`src/rtl/cipher_dp_seq.sv`:
```
// Iterative byte-serial block cipher: load, expand keys, run rounds, present.
// State updates on the falling edge of clka; restart is async active-high.
module cipher_dp_seq #(
  parameter int         W       = 16,
  parameter int         ROUNDS  = 3,
  parameter logic [7:0] RC_SEED = 8'h9D
) (
  input  logic         clka,
  input  logic         restart,
  input  logic         in_valid,
  output logic         in_ready,
  input  logic [7:0]   d_in,
  input  logic [7:0]   key_in,
  input  logic         mode,
  output logic         out_valid,
  input  logic         out_ready,
  output logic [W-1:0] data_out,
  output logic [W-1:0] key_out,
  output logic         busy
);

  localparam int NB = W / 8;

  localparam logic [1:0] S_LOAD   = 2'd0;
  localparam logic [1:0] S_KEYEXP = 2'd1;
  localparam logic [1:0] S_RUN    = 2'd2;
  localparam logic [1:0] S_OUT    = 2'd3;

  if (W % 8 != 0 || W < 16 || W > 64) begin : g_bad_w
    $error("cipher_dp_seq: W must be a multiple of 8 in 16..64");
  end
  if (ROUNDS < 1 || ROUNDS > 8) begin : g_bad_r
    $error("cipher_dp_seq: ROUNDS must be in 1..8");
  end

  logic [1:0]   state_q, state_d;
  logic [2:0]   cnt_q, cnt_d;
  logic [2:0]   rnd_q, rnd_d;
  logic         mode_q, mode_d;
  logic         ov_q, ov_d;
  logic [W-1:0] data_q, data_d;
  logic [W-1:0] key_q, key_d;
  logic [W-1:0] dout_q, dout_d;
  logic [W-1:0] kout_q, kout_d;
  logic [W-1:0] ks_q [ROUNDS];
  logic [W-1:0] ks_d [ROUNDS];

  logic [2:0]   kidx;
  logic [W-1:0] rk, knext, dx, rnd_out;
  logic [W-1:0] data_sh, key_sh;
  logic         last_beat, last_rnd;

  function automatic logic [7:0] rc(input logic [2:0] i);
    logic [15:0] t;
    t = {RC_SEED, RC_SEED} << i;
    return t[15:8] ^ {5'd0, i};
  endfunction

  // Decrypt walks the key store backwards.
  always_comb begin
    kidx = rnd_q;
    if (state_q == S_RUN && mode_q)
      kidx = 3'(ROUNDS - 1) - rnd_q;
    rk = '0;
    for (int i = 0; i < ROUNDS; i++)
      if (kidx == 3'(i)) rk = ks_q[i];
  end

  assign knext   = {rk[W-4:0], rk[W-1:W-3]} ^ {NB{rc(rnd_q)}};
  assign dx      = data_q ^ rk;
  assign rnd_out = mode_q ? ({data_q[0], data_q[W-1:1]} ^ rk)
                          : {dx[W-2:0], dx[W-1]};
  assign data_sh = {data_q[W-9:0], d_in};
  assign key_sh  = {key_q[W-9:0], key_in};

  assign last_beat = cnt_q == 3'(NB - 1);
  assign last_rnd  = rnd_q == 3'(ROUNDS - 1);

  always_comb begin
    state_d = state_q;
    cnt_d   = cnt_q;
    rnd_d   = rnd_q;
    mode_d  = mode_q;
    ov_d    = ov_q;
    data_d  = data_q;
    key_d   = key_q;
    dout_d  = dout_q;
    kout_d  = kout_q;
    ks_d    = ks_q;
    unique case (state_q)
      S_LOAD: begin
        if (in_valid) begin
          data_d = data_sh;
          key_d  = key_sh;
          cnt_d  = cnt_q + 3'd1;
          if (last_beat) begin
            cnt_d    = '0;
            mode_d   = mode;
            ks_d[0]  = key_sh;
            state_d  = (ROUNDS == 1) ? S_RUN : S_KEYEXP;
          end
        end
      end
      S_KEYEXP: begin
        for (int i = 1; i < ROUNDS; i++)
          if (rnd_q == 3'(i - 1)) ks_d[i] = knext;
        rnd_d = rnd_q + 3'd1;
        if (rnd_q == 3'(ROUNDS - 2)) begin
          rnd_d   = '0;
          state_d = S_RUN;
        end
      end
      S_RUN: begin
        data_d = rnd_out;
        rnd_d  = rnd_q + 3'd1;
        if (last_rnd) begin
          rnd_d   = '0;
          dout_d  = rnd_out;
          kout_d  = key_q;
          ov_d    = 1'b1;
          state_d = S_OUT;
        end
      end
      S_OUT: begin
        if (out_ready) begin
          ov_d    = 1'b0;
          state_d = S_LOAD;
        end
      end
      default: state_d = S_LOAD;
    endcase
  end

  always_ff @(negedge clka or posedge restart) begin
    if (restart) begin
      state_q <= S_LOAD;
      cnt_q   <= '0;
      rnd_q   <= '0;
      mode_q  <= 1'b0;
      ov_q    <= 1'b0;
      data_q  <= '0;
      key_q   <= '0;
      dout_q  <= '0;
      kout_q  <= '0;
      for (int i = 0; i < ROUNDS; i++) ks_q[i] <= '0;
    end else begin
      state_q <= state_d;
      cnt_q   <= cnt_d;
      rnd_q   <= rnd_d;
      mode_q  <= mode_d;
      ov_q    <= ov_d;
      data_q  <= data_d;
      key_q   <= key_d;
      dout_q  <= dout_d;
      kout_q  <= kout_d;
      ks_q    <= ks_d;
    end
  end

  // in_ready is forced low while restart is held.
  assign in_ready  = (state_q == S_LOAD) & ~restart;
  assign busy      = state_q != S_LOAD;
  assign out_valid = ov_q;
  assign data_out  = dout_q;
  assign key_out   = kout_q;

endmodule

```
`config.mk`:
```
export PLATFORM = sky130hd
export DESIGN_NAME = cipher_dp_seq
export DESIGN_NICKNAME = d
export VERILOG_FILES = /design/src/rtl/cipher_dp_seq.sv
export SDC_FILE = /design/constraint.sdc
export NUM_CORES = 1
export LEC_CHECK = 0
export CAP_MARGIN = 20
export CORE_ASPECT_RATIO = 0.8
export CORE_MARGIN = 4
export CORE_UTILIZATION = 45
export CTS_CLUSTER_SIZE = 24
export DETAILED_ROUTE_END_ITERATION = 16
export HOLD_SLACK_MARGIN = 0.12
export SLEW_MARGIN = 15
export SYNTH_ARGS = -nofsm -noshare
export SYNTH_HDL_FRONTEND = slang
export SYNTH_SLANG_ARGS = --single-unit
```
`constraint.sdc`:
```
create_clock -name clka -period 9.5 [get_ports clka]
set_input_delay 1.9 -clock clka [delete_from_list [all_inputs] [get_ports clka]]
set_output_delay 1.9 -clock clka [all_outputs]
set_load 0.01 [all_outputs]
```
==> impl_metrics.env <==
export IMPL_synthCells=618
export IMPL_relSlewSlack=0.350
export IMPL_tns_ns=0
export IMPL_p_total_mw=3.42
export IMPL_drc_errors=0
export IMPL_pwr_density_cell_nw_per_um2=439
export IMPL_final_hold_violation_count=0
export IMPL_seq_area_frac_synth=0.471
export IMPL_synth_edf_count=0
export IMPL_clk_insertion_delay_late_ns=0.39
export IMPL_synth_ff_type="dfrtn_1"
export IMPL_clock_sinks=122
export IMPL_synthArstFlopShare=1.00
export IMPL_cts_resized=0
export IMPL_skew_ns=0.00917
export IMPL_dp_hpwl_um=11100
export IMPL_status="finished clean"
export IMPL_syn_area_sq_um=6470
export IMPL_num_vias=4796
export IMPL_worst_pin_slew_ns=0.975
export IMPL_rsz0062_at_grt="false"
export IMPL_switchingPower_mw=1.38
export IMPL_clock_path_buffers=2
export IMPL_gp_congestion=0.847
export IMPL_share_comb_of_total_power=0.505
export IMPL_start_util=0.468
export IMPL_worstSetupStartpointType="flip-flop"
export IMPL_cts_tree="built"
export IMPL_worstPathRequired_ns=7.60
export IMPL_firstDrtPassIters=5
export IMPL_vias_per_cell=5.61
export IMPL_p_seq_frac=0.297
export IMPL_setup_viol=0
export IMPL_num_antenna_cells=0
export IMPL_drive_gt1_frac=0.157
export IMPL_ys_warn_count=0
export IMPL_antenna_found_initial=0
export IMPL_hold_buffers=0
export IMPL_die_height_um=115
export IMPL_switching_share=0.403
export IMPL_crit_fanout=19
export IMPL_intPower_mw=2.04
export IMPL_cts_buffers=17
export IMPL_worstSetupPathType="flip-flop to output port"
export IMPL_dieArea_sq_um=16400
export IMPL_syn_avg_cell_area_sq_um=10.5
export IMPL_power_leakage_nw=3.35
export IMPL_critPathCaptureType="output port"
export IMPL_placement_rows=38
export IMPL_gr_usage_all_layers=0.208
export IMPL_yosys_register_bits=122
export IMPL_core_area_sq_um=13800
export IMPL_grt_remaining_overflow=0
export IMPL_worstPathArrival_ns=7.14
export IMPL_wire_per_inst_um=18.6
export IMPL_dp_slack_ns=0.906
export IMPL_wl_um=15900
export IMPL_slew_viol_final=0
export IMPL_io_buffers=55
export IMPL_synthToLayoutAreaGrowth_pct=20.3
export IMPL_grt_pass1_vias=4964
export IMPL_cts_root_buffer="clkbuf_16"
export IMPL_dr_first_iter_drc_count=303
export IMPL_hold_class="flip-flop to flip-flop"
export IMPL_postRouteAntennaNets=0
export IMPL_die_w_um=142
export IMPL_synth_cell_types=42
export IMPL_io_pins=56
export IMPL_grt_pass1_wl_um=26800
export IMPL_layout_setup_ws_ns=0.458
export IMPL_grt_max_degree=47
export IMPL_post_cts_setup_buffers=0
export IMPL_path_clk_slew_ns=0.04
export IMPL_syn_nets=649
export IMPL_max_vdd_ir_drop_uv=187
export IMPL_nets=693
export IMPL_htree_levels=4
export IMPL_cap_viol_max_count=0
export IMPL_power_frac_clock=0.198
-- logic make-up after synthesis --
group	share of synthesized area
and+or+nand+nor	0.136
AOI/OAI and AO/OA	0.186
DFF	0.471
xor gates and xnor gates	0.0837
buffers and inverters	0.0321
muxes	0.0707
adders and majority gates	0.0193
-- layout by cell type, fill, tap and decap left out, drive strengths merged, types with 2 or more instances in the layout --
master | synthesis | layout
a2bb2oi | 15 | 15
nor3 | 16 | 16
o211ai | 31 | 31
clkinvlp | 0 | 3
clkbuf | 30 | 20
ha | 10 | 10
and3 | 2 | 2
mux2 | 36 | 36
clkinv | 1 | 6
inv | 9 | 9
a211o | 16 | 16
dfrtn | 122 | 122
o31ai | 2 | 2
mux2i | 4 | 4
nand2b | 5 | 5
bufinv | 0 | 4
nor2b | 19 | 19
nand4 | 2 | 2
nand2 | 94 | 94
nand3 | 21 | 21
a21oi | 8 | 8
o22a | 16 | 16
xor2 | 3 | 3
o21ai | 56 | 56
xnor2 | 49 | 49
clkdlybuf4s50 | 0 | 55
buf | 9 | 9
nor2 | 37 | 37
-- worst max-delay path, cell delays in order (launching register included) --
cell             delay, ns
dfrtn_1               0.38
inv_1                 0.10
ha_1                  0.29
clkinv_1              0.45
nor2_1                0.23
clkdlybuf4s50_1       0.55
-- Yosys cell counts, types with 5 or more instances --
cell / number / share of area
nand2b_1: 5 / 0.0048
a21oi_1: 8 / 0.0062
a211o_1: 16 / 0.022
nor2_1: 37 / 0.021
nand2_1: 93 / 0.054
o22a_1: 16 / 0.022
xnor2_2: 9 / 0.023
nor2b_1: 19 / 0.018
xnor2_1: 39 / 0.053
ha_1: 10 / 0.019
a2bb2oi_2: 6 / 0.014
o211ai_1: 31 / 0.036
inv_1: 8 / 0.0046
clkbuf_1: 30 / 0.017
o21ai_0: 55 / 0.043
nand3_1: 19 / 0.015
dfrtn_1: 122 / 0.47
a2bb2oi_4: 9 / 0.037
mux2_2: 36 / 0.063
nor3_1: 16 / 0.012
-- metrics by stage --
stage	utilization	hold WS, ns	area [sq um]	cells
finish	0.563	0.408	7790	855
global route	0.563	0.427	7790	855
CTS	0.562	0.410	7770	854
detailed placement	0.518	0.410	7160	822
global placement	0.517	0.412	7150	821
floorplan	-	0.394	6480	618
-- layout make-up --
class                           instances  area [sq um]
Clock inverter                         12           173
Sequential cell                       122          3050
Tap cell                              180           225
Timing Repair Buffer                   64           646
Multi-Input combinational cell        447          3210
Clock buffer                           20           437
Fill cell                            1196          6050
Inverter                               10          41.3
-- power groups by stage --
stage / sequential (mW) / clock (mW) / combinational (mW)
after floorplan: 0.983 / 0 / 1.26
after global placement: 1.01 / 0 / 1.68
after detailed placement: 1.02 / 0 / 1.71
after CTS: 1.02 / 0.688 / 1.73
after global routing: 1.05 / 0.711 / 1.88
final: 1.02 / 0.677 / 1.73
-- registers in the layout, summed over array words and instances, names as in the netlist --
register and cells:
rnd_q 3, key_out 16, data_q 16, ks_q 48
out_valid 1, data_out 16, cnt_q 3, mode_q 1
state_q 2, key_q 16
-- final timing paths --
check	from	to	slack, ns	depth (start not counted)
max	state_q[1]	in_ready	0.46	5
min	key_q[8]	key_out[8]	0.41	2
min in group asynchronous	restart	state_q[1]	6.63	2
max reg2reg	mode_q	data_out[12]	5.67	7
max in group asynchronous	restart	key_q[1]	2.03	3
min reg2reg	key_q[8]	key_out[8]	0.41	2
-- routing by layer --
layer  GRT usage  share of wire
met5           0              0
met4      0.0467         0.0095
met3      0.0457          0.043
met2       0.313           0.44
met1       0.308           0.51
(Power assumes the default switching activity.)
